==> config.mk <==
export PLATFORM = sky130hd
export DESIGN_NAME = arbitro_rr_flat
export DESIGN_NICKNAME = d
export VERILOG_FILES = /design/src/rtl/arbitro_rr_pkg.sv /design/src/rtl/arbitro_rr_if.sv /design/src/rtl/arbitro_rr_busca.sv /design/src/rtl/arbitro_rr.sv /design/src/flat_wrapper.sv
export SDC_FILE = /design/constraint.sdc
export NUM_CORES = 1
export LEC_CHECK = 0
export CORE_ASPECT_RATIO = 1.4
export CORE_MARGIN = 2
export CORE_UTILIZATION = 50
export CTS_CLUSTER_DIAMETER = 60
export CTS_CLUSTER_SIZE = 8
export DETAILED_ROUTE_END_ITERATION = 16
export DONT_BUFFER_PORTS = 1
export PLACE_DENSITY = 0.73
export SLEW_MARGIN = 20
export SYNTH_ARGS = -nofsm -noshare
export SYNTH_HDL_FRONTEND = slang
export SYNTH_SLANG_ARGS = --single-unit
==> constraint.sdc <==
create_clock -name clk -period 4.6 [get_ports clk]
set_input_delay 0.23 -clock clk [delete_from_list [all_inputs] [get_ports clk]]
set_output_delay 0.23 -clock clk [all_outputs]
set_load 0.01 [all_outputs]
==> src/rtl/arbitro_rr_pkg.sv <==
// Shared definitions for the round-robin FIFO arbiter: state encoding,
// fixed input count and the grant-index width.
package arbitro_rr_pkg;

    localparam int NUM_ENTRADAS = 4;
    localparam int SEL_BITS     = 2;

    typedef enum logic [1:0] {
        IDLE    = 2'd0,
        ARBITRA = 2'd1,
        PAUSA   = 2'd2
    } estado_t;

    // Index to one-hot vector over the arbitrated FIFOs.
    function automatic logic [NUM_ENTRADAS-1:0] a_onehot(input logic [SEL_BITS-1:0] idx);
        return {{(NUM_ENTRADAS-1){1'b0}}, 1'b1} << idx;
    endfunction

endpackage

==> src/rtl/arbitro_rr_if.sv <==
// Arbiter-side bundle: FIFO status in, pop/mux/push controls out.
interface arbitro_rr_if;
    import arbitro_rr_pkg::*;

    logic [NUM_ENTRADAS-1:0] vacio;
    logic                    casi_lleno;
    logic [NUM_ENTRADAS-1:0] pop;
    logic [SEL_BITS-1:0]     selector;
    logic                    mux_enb;
    logic                    push;
    logic [NUM_ENTRADAS-1:0] activo;

    // Arbiter view.
    modport master (
        input  vacio, casi_lleno,
        output pop, selector, mux_enb, push, activo
    );

    // FIFO/mux environment view.
    modport slave (
        output vacio, casi_lleno,
        input  pop, selector, mux_enb, push, activo
    );
endinterface

==> src/rtl/arbitro_rr_busca.sv <==
// Round-robin search: first non-empty FIFO starting at ultimo+1, wrapping
// 3->0, with ultimo itself checked last.
module rr_busca
    import arbitro_rr_pkg::*;
(
    input  logic [NUM_ENTRADAS-1:0] vacio,
    input  logic [SEL_BITS-1:0]     ultimo,
    output logic [SEL_BITS-1:0]     idx,
    output logic                    hay_dato
);

    logic [SEL_BITS-1:0] cand;

    // Walk candidates from farthest to nearest so the nearest hit wins.
    always_comb begin
        idx      = '0;
        hay_dato = 1'b0;
        cand     = '0;
        for (int i = NUM_ENTRADAS; i >= 1; i--) begin
            cand = ultimo + SEL_BITS'(i);
            if (!vacio[cand]) begin
                idx      = cand;
                hay_dato = 1'b1;
            end
        end
    end

endmodule

==> src/rtl/arbitro_rr.sv <==
// Round-robin arbiter in front of the 4:1 mux. Pops the granted input FIFO
// for up to BURST words, then rotates. The mux select/enable and the output
// FIFO push follow each pop by one cycle, matching the registered FIFO dout.
module arbitro_rr
    import arbitro_rr_pkg::*;
#(
    parameter int BURST = 4
) (
    input  logic          clk,
    input  logic          reset,
    arbitro_rr_if.master  bus
);

    localparam logic [3:0] BURST_L = 4'(BURST);

    estado_t                 estado;
    logic [SEL_BITS-1:0]     grant;
    logic [SEL_BITS-1:0]     ultimo;
    logic [3:0]              cnt;
    logic [SEL_BITS-1:0]     selector_q;
    logic                    mux_enb_q;
    logic                    push_q;
    logic [NUM_ENTRADAS-1:0] activo_q;

    logic [SEL_BITS-1:0]     base;
    logic [SEL_BITS-1:0]     sig;
    logic                    hay;
    logic                    hace_pop;
    logic                    fin_rafaga;
    logic [NUM_ENTRADAS-1:0] pop_w;

    // From IDLE the search resumes after the last owner; while granted it
    // starts after the current owner, which is where a rotation goes next.
    assign base = (estado == IDLE) ? ultimo : grant;

    rr_busca u_busca (
        .vacio    (bus.vacio),
        .ultimo   (base),
        .idx      (sig),
        .hay_dato (hay)
    );

    // casi_lleno and reset both override an otherwise legal pop.
    assign hace_pop   = !reset && (estado == ARBITRA) && !bus.vacio[grant] && !bus.casi_lleno;
    assign fin_rafaga = (cnt + 4'd1) == BURST_L;

    // One-hot pop to the granted FIFO.
    always_comb begin
        pop_w = '0;
        if (hace_pop) pop_w[grant] = 1'b1;
    end

    // Grant FSM, burst counter and the delayed mux/push controls.
    always_ff @(posedge clk) begin
        if (reset) begin
            estado     <= IDLE;
            grant      <= '0;
            ultimo     <= SEL_BITS'(NUM_ENTRADAS - 1);
            cnt        <= '0;
            selector_q <= '0;
            mux_enb_q  <= 1'b0;
            push_q     <= 1'b0;
            activo_q   <= '0;
        end else begin
            mux_enb_q <= hace_pop;
            push_q    <= hace_pop;
            if (hace_pop) selector_q <= grant;

            case (estado)
                IDLE: begin
                    if (!bus.casi_lleno && hay) begin
                        grant    <= sig;
                        cnt      <= '0;
                        activo_q <= a_onehot(sig);
                        estado   <= ARBITRA;
                    end
                end
                ARBITRA: begin
                    if (bus.casi_lleno) begin
                        estado <= PAUSA;
                    end else if (hace_pop && !fin_rafaga) begin
                        cnt <= cnt + 4'd1;
                    end else begin
                        // Burst done or owner ran dry: hand over. A lone
                        // non-empty FIFO is found again with no bubble.
                        ultimo <= grant;
                        cnt    <= '0;
                        if (hay) begin
                            grant    <= sig;
                            activo_q <= a_onehot(sig);
                        end else begin
                            activo_q <= '0;
                            estado   <= IDLE;
                        end
                    end
                end
                PAUSA: begin
                    if (!bus.casi_lleno) estado <= ARBITRA;
                end
                default: estado <= IDLE;
            endcase
        end
    end

    assign bus.pop      = pop_w;
    assign bus.selector = selector_q;
    assign bus.mux_enb  = mux_enb_q;
    assign bus.push     = push_q;
    assign bus.activo   = activo_q;

endmodule

==> src/flat_wrapper.sv <==
// flat-port wrapper written by rule: the top's interface ports become plain ports
module arbitro_rr_flat import arbitro_rr_pkg::*;
#(
    parameter int BURST = 4
)
  (clk, reset, bus_vacio, bus_casi_lleno, bus_pop, bus_selector, bus_mux_enb, bus_push, bus_activo);
  arbitro_rr_if bus_i ();
  input  logic clk;
  input  logic reset;
  input wire logic [$bits(bus_i.vacio)-1:0] bus_vacio;
  input wire logic [$bits(bus_i.casi_lleno)-1:0] bus_casi_lleno;
  output wire logic [$bits(bus_i.pop)-1:0] bus_pop;
  output wire logic [$bits(bus_i.selector)-1:0] bus_selector;
  output wire logic [$bits(bus_i.mux_enb)-1:0] bus_mux_enb;
  output wire logic [$bits(bus_i.push)-1:0] bus_push;
  output wire logic [$bits(bus_i.activo)-1:0] bus_activo;
  assign bus_i.vacio = bus_vacio;
  assign bus_i.casi_lleno = bus_casi_lleno;
  assign bus_pop = bus_i.pop;
  assign bus_selector = bus_i.selector;
  assign bus_mux_enb = bus_i.mux_enb;
  assign bus_push = bus_i.push;
  assign bus_activo = bus_i.activo;
  arbitro_rr #(.BURST(BURST)) u_core (.clk(clk), .reset(reset), .bus(bus_i));
endmodule
==> impl_results.md, run 1 <==
- Grt ovf: 0
- WL/cell: 14.8 um
- Worst setup skew after layout: 0.867 ps
- Routability cong.: 0.813
- Power Total: 0.000288 W
- Initial DRT Pass Iterations: 4
- Min-Delay Path Class: primary input to register
- Count of buffer and inverter cells on the critical path: 1
- Post-synth top cells: dfxtp_1 (17), nor2_1 (10), nand2_1 (9)
- H-tree depth: 1
- Vias: 859
- Worst skew pair latency: 290 ps
- Measured slew at the worst slew-check pin: 931 ps
- Netlist area before placement: 1000 um^2
- Period utilisation layout: between 50% and 60%
- I/O Buffers: 0
- Root Buffer: clkbuf_4
- Setup crit start kind: register
- Max Slew Vio Count: 0
- Peak supply drop: 0.272 mV
- Ratio of cells with drive above 1 in the final layout: under 10%
- Num CTS Buffers: 3
- RSZ-0062 raised after global routing: false
- Setup TNS: 0 ps
- Share of the synthesized area in the top cell type: 34.0%
- Cell Chain, Critical Path: mux4_2 > or4_1 > inv_1 > nand2_1 > nor2_1
- CP max stage delay: 700 ps
- Synth Flop Type: dfxtp_1
- Post-Route Utilization: between 50% and 60%
- Initial core utilization: 52.0%
- Max_slew headroom: 37.4%
- Routed vias/inst: 6.46
- # IOs: 19
- # Post-CTS Setup Buffers: 0
- Worst hold slack: 25.6 ps
- Post-Route WL: 1980 um
- Run status: finished, final reports clean
- Critical-path cell with the highest stage delay: or4_1
- Row cnt: 19
- Crit path time final: 2750 ps
- Part of the Yosys area used for sequential elements: 34.0%
- Syn Area/Cell: 8.78 um^2
- Area Growth Syn to Fin: 2.50%
- Gr usage total: 18.4%
- Initial antenna violation count: 0
- MaxCap Viol Count: 0
- Die Area: 2380 um^2
- Ys async rst share: 0%
- Post-CTS sizing: 0
- DP Wirelength: roughly 1400 um
- Core area: ~1900 um^2
- DRT iter0 DRCs: 28
- Largest net degree at the start of global routing: 17
- Leading area contributor after synthesis: dfxtp_1
- Clock Sinks: 17
- Fillcell total: 181
- P_leak: between 0.3 and 0.4 nW
- DIE HEIGHT: 56.9 um
- Nets: about 120
- Clock tree buffer depth: 2
- Pwr Density: between 200 and 300 nW/um^2
- WP data arrival: 2520 ps
- Drt drc: 0
- Setup-failing EPs final: 0
- EDFF count, synth: 0
- CTS tree: built
- Crit path capture type: primary output
- Cell count after synthesis: 114
- First-pass GRT wire length: between 3000 and 4000 um
- Final hold violations: 0
- Die span in x: 41.8 um
- Synth Net Count: 123
- Start-to-end type of the worst setup path: register to primary output
- Vias in the first global route: 845
- Worst path top cell family by delay: simple AND/OR/NAND/NOR gates
- Req. time, crit path: about 4400 ps
- Top achievable clock speed: 363 MHz
- Antenna Cells: 0
- Crit path max fanout: 10
- Library cells used by synthesis: 43
- Top cells by area, synth: dfxtp_1 (34%), nand3b_1 (3.8%), nor2_1 (3.8%)
- FF+latch count, synth: 17
- Routed Antenna Nets: 0
- Most numerous cell in the Yosys netlist: dfxtp_1
- YS warnings: 0
- Reg clk slew, reported paths: 100 ps
==> path summary, 6_finish.rpt <==
| kind | startpoint | to | slack [ps] | cells past startpoint |
|---|---|---|---|---|
| setup / recovery | u_core.grant[0] | bus_pop[1] | 1850 | 5 |
| hold / removal | reset | u_core.estado[0] | 30 | 1 |
| setup reg to reg | u_core.grant[0] | u_core.ultimo[0] | 2160 | 5 |
| hold reg to reg | u_core.cnt[2] | u_core.cnt[2] | 510 | 2 |
==> per-stage QoR <==
step,area (um^2),instances,setup WS (ps)
after floorplan,1000,114,2470
after global placement,978,127,2220
after detailed placement,978,127,2170
after CTS,1020,132,1850
after global routing,1030,133,1680
final,1030,133,1850
==> timing repair <==
action / CTS / global route
setup endpoints to repair: 0 / 0
hold buffers: 1 / 1
endpoints found under the hold margin: 6 / 2
==> report_power, final <==
group          switching (W)  internal (W)
combinational      0.0000226     0.0000212
clock              0.0000477     0.0000323
sequential         0.0000106      0.000154
==> flip-flops by register name, summed over array words and instances, names as in the netlist <==
| signal | cells |
|---|---|
| u_core.bus.push | 1 |
| u_core.grant | 2 |
| u_core.bus.selector | 2 |
| u_core.bus.activo | 4 |
| u_core.ultimo | 2 |
| u_core.estado | 2 |
| u_core.cnt | 4 |
==> cell families after synthesis <==
group / share of synthesized area, %
AND/OR/NAND/NOR: 24.6
AO/OA/AOI/OAI: 27.0
buffers and inverters: 6.75
adder cells (fa/ha/maj): 2.50
flip-flops: 34.0
multiplexers: 4.25
XOR/XNOR: 0.875
==> cells in the final DEF, fill, tap and decap left out, types with 2 or more instances in the layout <==
master	netlist	layout
dfxtp_1	17	17
nor2_1	10	10
nand2_1	9	9
inv_1	5	5
nand3b_1	5	5
a21oi_1	5	5
nor3_1	4	4
and3_1	4	4
o41ai_1	4	4
o31a_1	3	3
o21a_1	3	3
clkbuf_4	0	3
nand2b_1	2	2
or4_1	2	2
a211o_1	2	2
mux2i_1	2	2
nor3b_1	2	2
o21ai_0	2	2
a211oi_1	2	2
ha_1	2	2
dlygate4sd3_1	0	2
==> routing by layer <==
metal	routed length (um)	global-route usage, %	vias up	share of wire [%]
met5	0	0	-	0
met4	31	8.76	0	1.6
met3	72	5.06	5	3.6
met2	975	31.0	28	49
met1	894	21.3	402	45
li1	-	-	424	-
==> cell type report <==
cell class                 instances  area, um^2  share of cell area (%)
tap                               21        26.3                    2.56
multi-input combinational         84         593                    57.8
sequential                        17         340                    33.2
clock inverter                     1        5.00                   0.488
inverter                           5        18.8                    1.83
clock buffer                       3        22.5                    2.20
timing repair buffer               2        20.0                    1.95
Note: power is estimated with default switching activity, not from simulation.
==> run 2, diff against run 1 <==
--- a/config.mk
+++ b/config.mk
@@ -5,6 +5,7 @@
 export SDC_FILE = /design/constraint.sdc
 export NUM_CORES = 1
 export LEC_CHECK = 0
+export ABC_AREA = 1
 export CORE_ASPECT_RATIO = 1.4
 export CORE_MARGIN = 2
 export CORE_UTILIZATION = 50
@@ -12,7 +13,7 @@
 export CTS_CLUSTER_SIZE = 8
 export DETAILED_ROUTE_END_ITERATION = 16
 export DONT_BUFFER_PORTS = 1
-export PLACE_DENSITY = 0.73
+export PLACE_DENSITY = 0.76
 export SLEW_MARGIN = 20
 export SYNTH_ARGS = -nofsm -noshare
 export SYNTH_HDL_FRONTEND = slang
==> constraint.sdc (replaced) <==
create_clock -name clk -period 2.4 [get_ports clk]
set_input_delay 0.12 -clock clk [delete_from_list [all_inputs] [get_ports clk]]
set_output_delay 0.12 -clock clk [all_outputs]
set_load 0.01 [all_outputs]
==> impl_results.md, run 2 <==
- Max Slew Vio Count: 0 (unchanged)
- Part of the Yosys area used for sequential elements: 28.5% (was 34.0%)
- Gate power share: 42.7% (was 15.2%)
- Routed vias/inst: 5.65 (was 6.46)
- Post-placement cell count: 198 (was 127)
- Post-synth top cells: nand2_1 (56), nand3_1 (18), dfxtp_1 (17), nand2_2 (15), nor2_1 (14) (was dfxtp_1 (17), nor2_1 (10), nand2_1 (9))
- Setup TNS: 0 ps (unchanged)
- Post-Route WL: 2590 um (was 1980 um)
- Max_slew headroom: 71.9% (was 37.4%)
- Post-Route Utilization: 55.4% (was 53.3%)
- Ratio of cells with drive above 1 in the final layout: 22.0% (was 9.82%)
- DP Wirelength: 2060 um (was 1440 um)
- Psw: 0.000378 W (was 0.0000809 W)
- Non-Filler Instances: 204 (was 133)
- Most common cell after layout, fill and taps aside: nand2_1 (was dfxtp_1)
- Gr usage total: 20.2% (was 18.4%)
- Worst R2R Setup Slack: 490 ps (was 2160 ps)
- Crit path capture type: primary output (unchanged)
- Routed Antenna Nets: 0 (unchanged)
- Int Pwr: 0.000502 W (was 0.000207 W)
- Initial DRT Pass Iterations: 4 (unchanged)
- First-pass GRT wire length: 4090 um (was 3480 um)
- Worst hold slack: 82.3 ps (was 25.6 ps)
- Clock tree buffer depth: 2 (unchanged)
- WL/cell: 12.7 um (was 14.8 um)
- Fillcell total: 212 (was 181)
- Die Area: 2800 um^2 (was 2380 um^2)
- Num CTS Buffers: 3 (unchanged)
- Netlist area before placement: 1190 um^2 (was 1000 um^2)
- Top cells by area, synth: dfxtp_1 (29%), nand2_1 (18%), nand2_2 (7.9%) (was dfxtp_1 (34%), nand3b_1 (3.8%), nor2_1 (3.8%))
- Worst setup skew after layout: 7.00 ps (was 0.867 ps)
- Nets: 192 (was 122)
- Critical-path cell with the highest stage delay: dfxtp_1 (was or4_1)
- Final hold violations: 0 (unchanged)
- Ys async rst share: 0% (unchanged)
- H-tree depth: 1 (unchanged)
- Core area: 2230 um^2 (was 1930 um^2)
- Hold Path Sink: u_core.estado[0] (unchanged)
- DRT iter0 DRCs: 24 (was 28)
- Worst path top cell family by delay: simple AND/OR/NAND/NOR gates (unchanged)
- CP most frequent cell: nand2_1
- Syn Area/Cell: 6.59 um^2 (was 8.78 um^2)
- Initial antenna violation count: 0 (unchanged)
- YS warnings: 0 (unchanged)
- Pwr Density: 712 nW/um^2 (was 281 nW/um^2)
- Sequential power share: 40.2% (was 57.0%)
- Largest net degree at the start of global routing: 12 (was 17)
- Die span in x: 45.3 um (was 41.8 um)
- Antenna Cells: 0 (unchanged)
- Most numerous cell in the Yosys netlist: nand2_1 (was dfxtp_1)
- Synth Flop Type: dfxtp_1 (unchanged)
- Run status: finished, final reports clean (unchanged)
- Reg clk slew, reported paths: 90 ps (was 100 ps)
- WP data arrival: 1790 ps (was 2520 ps)
- # IOs: 19 (unchanged)
- Row cnt: 20 (was 19)
- Count of buffer and inverter cells on the critical path: 1 (unchanged)
- Period utilisation layout: around 80%
- Clock share of power: 17.1% (was 27.8%)
- HP Start: bus_casi_lleno (was reset)
- Hold Path Cell Cnt: 3 (was 1)
- Most frequent cells in the layout: nand2_1 (56), nand3_1 (18), dfxtp_1 (17) (was dfxtp_1 (17), nor2_1 (10), nand2_1 (9))
- Area Growth Syn to Fin: 3.46% (was 2.50%)
- Vias: 1152 (was 859)
- Crit path time final: 1910 ps
- Leading area contributor after synthesis: dfxtp_1 (unchanged)
- Grt ovf: 0 (unchanged)
- FF+latch count, synth: 17 (unchanged)
- Worst r2r src: u_core.estado[1] (was u_core.grant[0])
- Setup-failing EPs final: 0 (unchanged)
- Drt drc: 0 (unchanged)
- P_leak: 0.589 nW (was 0.387 nW)
- DIE HEIGHT: 61.8 um (was 56.9 um)
- I/O Buffers: 0 (unchanged)
- Worst skew pair latency: 290 ps (about the same)
- Req. time, crit path: 2280 ps (was 4370 ps)
- Top achievable clock speed: 523 MHz
- Routability cong.: 0.881 (was 0.813)
- CP max stage delay: 430 ps (was 700 ps)
- Synth Net Count: 190 (was 123)
- Initial core utilization: 53.6% (was 52.0%)
- Cell count after synthesis: 181 (was 114)
- Clock Sinks: 17 (unchanged)
- Root Buffer: clkbuf_4 (unchanged)
- FF-to-FF path depth: 15 (was 5)
- Cell Chain, Critical Path: nor2_4 > nand2_1 > nor3_1 > nand2_1 > inv_2 > nand2_1 > nor2_1 (was mux4_2 > or4_1 > inv_1 > nand2_1 > nor2_1)
- Library cells used by synthesis: 28 (was 43)
- MaxCap Viol Count: 0 (unchanged)
- Setup crit start kind: register (unchanged)
- EDFF count, synth: 0 (unchanged)
- Min-Delay Path Class: primary input to register (unchanged)
- Crit path max fanout: 8 (was 10)
- Measured slew at the worst slew-check pin: 421 ps (was 931 ps)
- Peak supply drop: 0.441 mV (was 0.272 mV)
- Vias in the first global route: 1006 (was 845)
- Share of the synthesized area in the top cell type: 28.5% (was 34.0%)
- FF-to-FF End: u_core.bus.activo[0] (was u_core.ultimo[0])
- CTS tree: built (unchanged)
- Start-to-end type of the worst setup path: register to primary output (unchanged)
- Post-CTS sizing: 0 (unchanged)
- RSZ-0062 raised after global routing: false (unchanged)
- Switch share: 42.9% (was 28.1%)
[run 2: layer usage]
layer	wire, um	up-vias	global-route usage, %	share of wire [%]
met1	977	530	19.8	38
met3	111	10	2.60	4.3
li1	-	577	-	-
met2	1390	35	38.6	54
met5	0	-	0	0
met4	106	0	13.0	4.1
[run 2: worst reg2reg max path, delay by kind of cell, from the launching register on]
kind / cells / cell delay [ps]
AND/OR/NAND/NOR: 12 / 1020
flip-flops: 1 / 560
AO/OA/AOI/OAI: 1 / 40
buffers and inverters: 2 / 190
[run 2: cell families after synthesis]
group / after synthesis / share of synthesized area [%]
compound gates: 19 / 10.5
xor+xnor: 2 / 1.47
fa+ha+maj: 2 / 2.10
buf+inv: 22 / 8.07
flops: 17 / 28.5
simple gates: 119 / 49.4
[run 2: what timing repair did]
action	CTS	global route
hold buffers	2	0
endpoints found under the hold margin	9	0
setup buffers	0	0
[run 2: layout make-up]
type | instances | area [um^2] | share of cell area (%)
Inverter | 17 | 63.8 | 5.17
Multi-Input combinational cell | 142 | 757 | 61.3
Timing Repair Buffer | 2 | 20.0 | 1.62
Sequential cell | 17 | 340 | 27.6
Clock buffer | 4 | 26.3 | 2.13
Tap cell | 22 | 27.5 | 2.23
[run 2: power by group through the flow]
stage	sequential, W	combinational, W	clock [W]
2_1_floorplan	0.000342	0.000330	0
3_3_place_gp	0.000360	0.000362	0
3_5_place_dp	0.000360	0.000371	0
4_1_cts	0.000353	0.000378	0.000151
5_1_grt	0.000357	0.000425	0.000164
6_report	0.000354	0.000376	0.000150
[run 2: through the flow]
step           instance area [um^2]  total power [W]  worst slack [ps]
5_1_grt                        1230         0.000946               273
2_1_floorplan                  1190         0.000672               811
3_3_place_gp                   1190         0.000722               536
6_report                       1230         0.000880               488
3_5_place_dp                   1190         0.000731               507
4_1_cts                        1230         0.000882               469
[run 2: how the worst max path moves through the flow]
stage / from / endpoint / slack [ps] / depth (start not counted)
CTS: u_core.estado[1] / bus_pop[1] / 470 / 7
global placement: u_core.estado[1] / u_core.bus.activo[0] / 540 / 15
floorplan: u_core.estado[1] / u_core.bus.activo[2] / 810 / 15
finish: u_core.estado[1] / bus_pop[1] / 490 / 7
detailed placement: u_core.estado[1] / u_core.bus.activo[2] / 510 / 15
global route: u_core.estado[1] / u_core.bus.activo[2] / 270 / 15
==> run 3, diff against run 2 <==
--- a/config.mk
+++ b/config.mk
@@ -13,7 +13,7 @@
 export CTS_CLUSTER_SIZE = 8
 export DETAILED_ROUTE_END_ITERATION = 16
 export DONT_BUFFER_PORTS = 1
-export PLACE_DENSITY = 0.76
+export PLACE_DENSITY = 0.73
 export SLEW_MARGIN = 20
 export SYNTH_ARGS = -nofsm -noshare
 export SYNTH_HDL_FRONTEND = slang
==> constraint.sdc (replaced) <==
create_clock -name clk -period 2 [get_ports clk]
set_input_delay 0.1 -clock clk [delete_from_list [all_inputs] [get_ports clk]]
set_output_delay 0.1 -clock clk [all_outputs]
set_load 0.01 [all_outputs]
==> impl_results.md, run 3 (synthesis results as in run 2) <==
- Run status: finished, final reports clean (unchanged)
- Die span in x: 45.3 um (unchanged)
- Routability cong.: 0.885 (was 0.881)
- Die Area: 2800 um^2 (unchanged)
- Nets: 193 (was 192)
- Most common cell after layout, fill and taps aside: nand2_1 (unchanged)
- MaxCap Viol Count: 0 (unchanged)
- Routed vias/inst: 5.53 (was 5.65)
- Post-Route WL: 2560 um (was 2590 um)
- Clock Sinks: 17 (unchanged)
- Req. time, crit path: 1900 ps (was 2280 ps)
- DP Wirelength: 2120 um (was 2060 um)
- Clock tree buffer depth: 2 (unchanged)
- Final setup margin: 162 ps (was 488 ps)
- Row cnt: 20 (unchanged)
- Routed Antenna Nets: 0 (unchanged)
- Vias in the first global route: 1076 (was 1006)
- Initial DRT Pass Iterations: 4 (unchanged)
- Peak supply drop: 0.476 mV (was 0.441 mV)
- DRT iter0 DRCs: 29 (was 24)
- Crit path max fanout: 8 (unchanged)
- Non-Filler Instances: 205 (was 204)
- Start-to-end type of the worst setup path: register to primary output (unchanged)
- Setup WS pre-CTS: 92.1 ps (was 507 ps)
- P_leak: 0.598 nW (was 0.589 nW)
- Antenna Cells: 0 (unchanged)
- Pwr Density: 855 nW/um^2 (was 712 nW/um^2)
- Max_slew headroom: 72.7% (was 71.9%)
- Crit path time final: ~1800 ps
- First-pass GRT wire length: 4280 um (was 4090 um)
- Top achievable clock speed: ~540 MHz
- Period utilisation layout: 91.9%
- Worst skew pair latency: 300 ps (was 290 ps)
- Crit path capture type: primary output (unchanged)
- Worst hold slack: 44.4 ps (was 82.3 ps)
- Most frequent cells in the layout: nand2_1 (56), nand3_1 (18), nand2_2 (15), dfxtp_1 (15), nor2_1 (14) (was nand2_1 (56), nand3_1 (18), dfxtp_1 (17))
- Setup TNS: 0 ps (unchanged)
- Root Buffer: clkbuf_4 (unchanged)
- Core area: 2230 um^2 (unchanged)
- Max Slew Vio Count: 0 (unchanged)
- Area Growth Syn to Fin: 4.40% (was 3.46%)
- Min-Delay Path Class: primary input to register (unchanged)
- Placed cell areas: 1200 um^2 (was 1190 um^2)
- Worst setup skew after layout: 3.09 ps (was 7.00 ps)
- H-tree depth: 1 (unchanged)
- Ratio of cells with drive above 1 in the final layout: 24.0% (was 22.0%)
- Design area: 1250 um^2 (was 1230 um^2)
- RSZ-0062 raised after global routing: false (unchanged)
- Num CTS Buffers: 3 (unchanged)
- Reg clk slew, reported paths: 100 ps (was 90 ps)
- DIE HEIGHT: 61.8 um (unchanged)
- Vias: 1134 (was 1152)
- Measured slew at the worst slew-check pin: 408 ps (was 421 ps)
- Initial core utilization: 53.6% (unchanged)
- Setup crit start kind: register (unchanged)
- # IOs: 19 (unchanged)
- Gr usage total: 20.9% (was 20.2%)
- Post-placement cell count: 199 (was 198)
- Largest net degree at the start of global routing: 12 (unchanged)
- I/O Buffers: 0 (unchanged)
- CTS tree: built (unchanged)
- Grt ovf: 0 (unchanged)
- Initial antenna violation count: 0 (unchanged)
- WP data arrival: 1740 ps (was 1790 ps)
- Setup-failing EPs final: 0 (unchanged)
- Final hold violations: 0 (unchanged)
- Drt drc: 0 (unchanged)
- WL/cell: 12.5 um (was 12.7 um)
run 3: cell types whose count changed in the layout (fill, tap and decap cells not counted):
cell	previous run	this run
dfxtp_1	17	15
dfxtp_2	0	2
buf_4	0	1
clkbuf_1	1	0
clkinv_2	0	1
run 3: final timing paths:
path	start	to	slack [ps]	depth (start not counted)
max	u_core.estado[1]	bus_pop[1]	160	7
min	bus_casi_lleno	u_core.estado[0]	40	3
max reg2reg	u_core.estado[1]	u_core.bus.activo[2]	230	15
min reg2reg	u_core.cnt[3]	u_core.cnt[3]	490	2
run 3: power by group:
group          leakage, nW  total, W  internal (W)  switching (W)
Combinational        0.441  0.000461      0.000158       0.000303
Sequential           0.139  0.000417      0.000374      0.0000433
Clock               0.0177  0.000187     0.0000746       0.000113
run 3: timing repair:
action | 4_1_cts | 5_1_grt
hold endpoints to repair | 9 | 0
buffers inserted | 0 | 0
gates resized for setup | 0 | 2
hold buffers | 2 | 0
setup endpoints to repair | 0 | 12
run 3: worst max-delay path: stages, from the launching register on:
cell     delay (ps)
dfxtp_2         400
nor2_4          130
nand2_1         130
nor3_1          210
nand2_1         150
inv_2           120
nand2_1          90
nor2_1          210
run 3: final cells by class:
type,instances,area [um^2]
fill,225,981
multi-input combinational,142,757
clock buffer,3,22.5
inverter,17,63.8
tap,22,27.5
timing repair buffer,3,27.5
sequential,17,343
clock inverter,1,5.00
run 3: per-layer routing:
| layer | routed length, um | GRT usage, % | vias to the layer above |
|---|---|---|---|
| li1 | - | - | 583 |
| met1 | 965 | 20.1 | 519 |
| met2 | 1430 | 40.8 | 22 |
| met3 | 81 | 2.31 | 10 |
| met4 | 80 | 13.0 | 0 |
| met5 | 0 | 0 | - |
run 3: through the flow:
stage	power [W]	util (%)
final	0.00107	56.0
after floorplan	0.000807	-
after CTS	0.00107	55.8
after global placement	0.000872	53.7
after detailed placement	0.000882	53.7
after global routing	0.00115	56.0
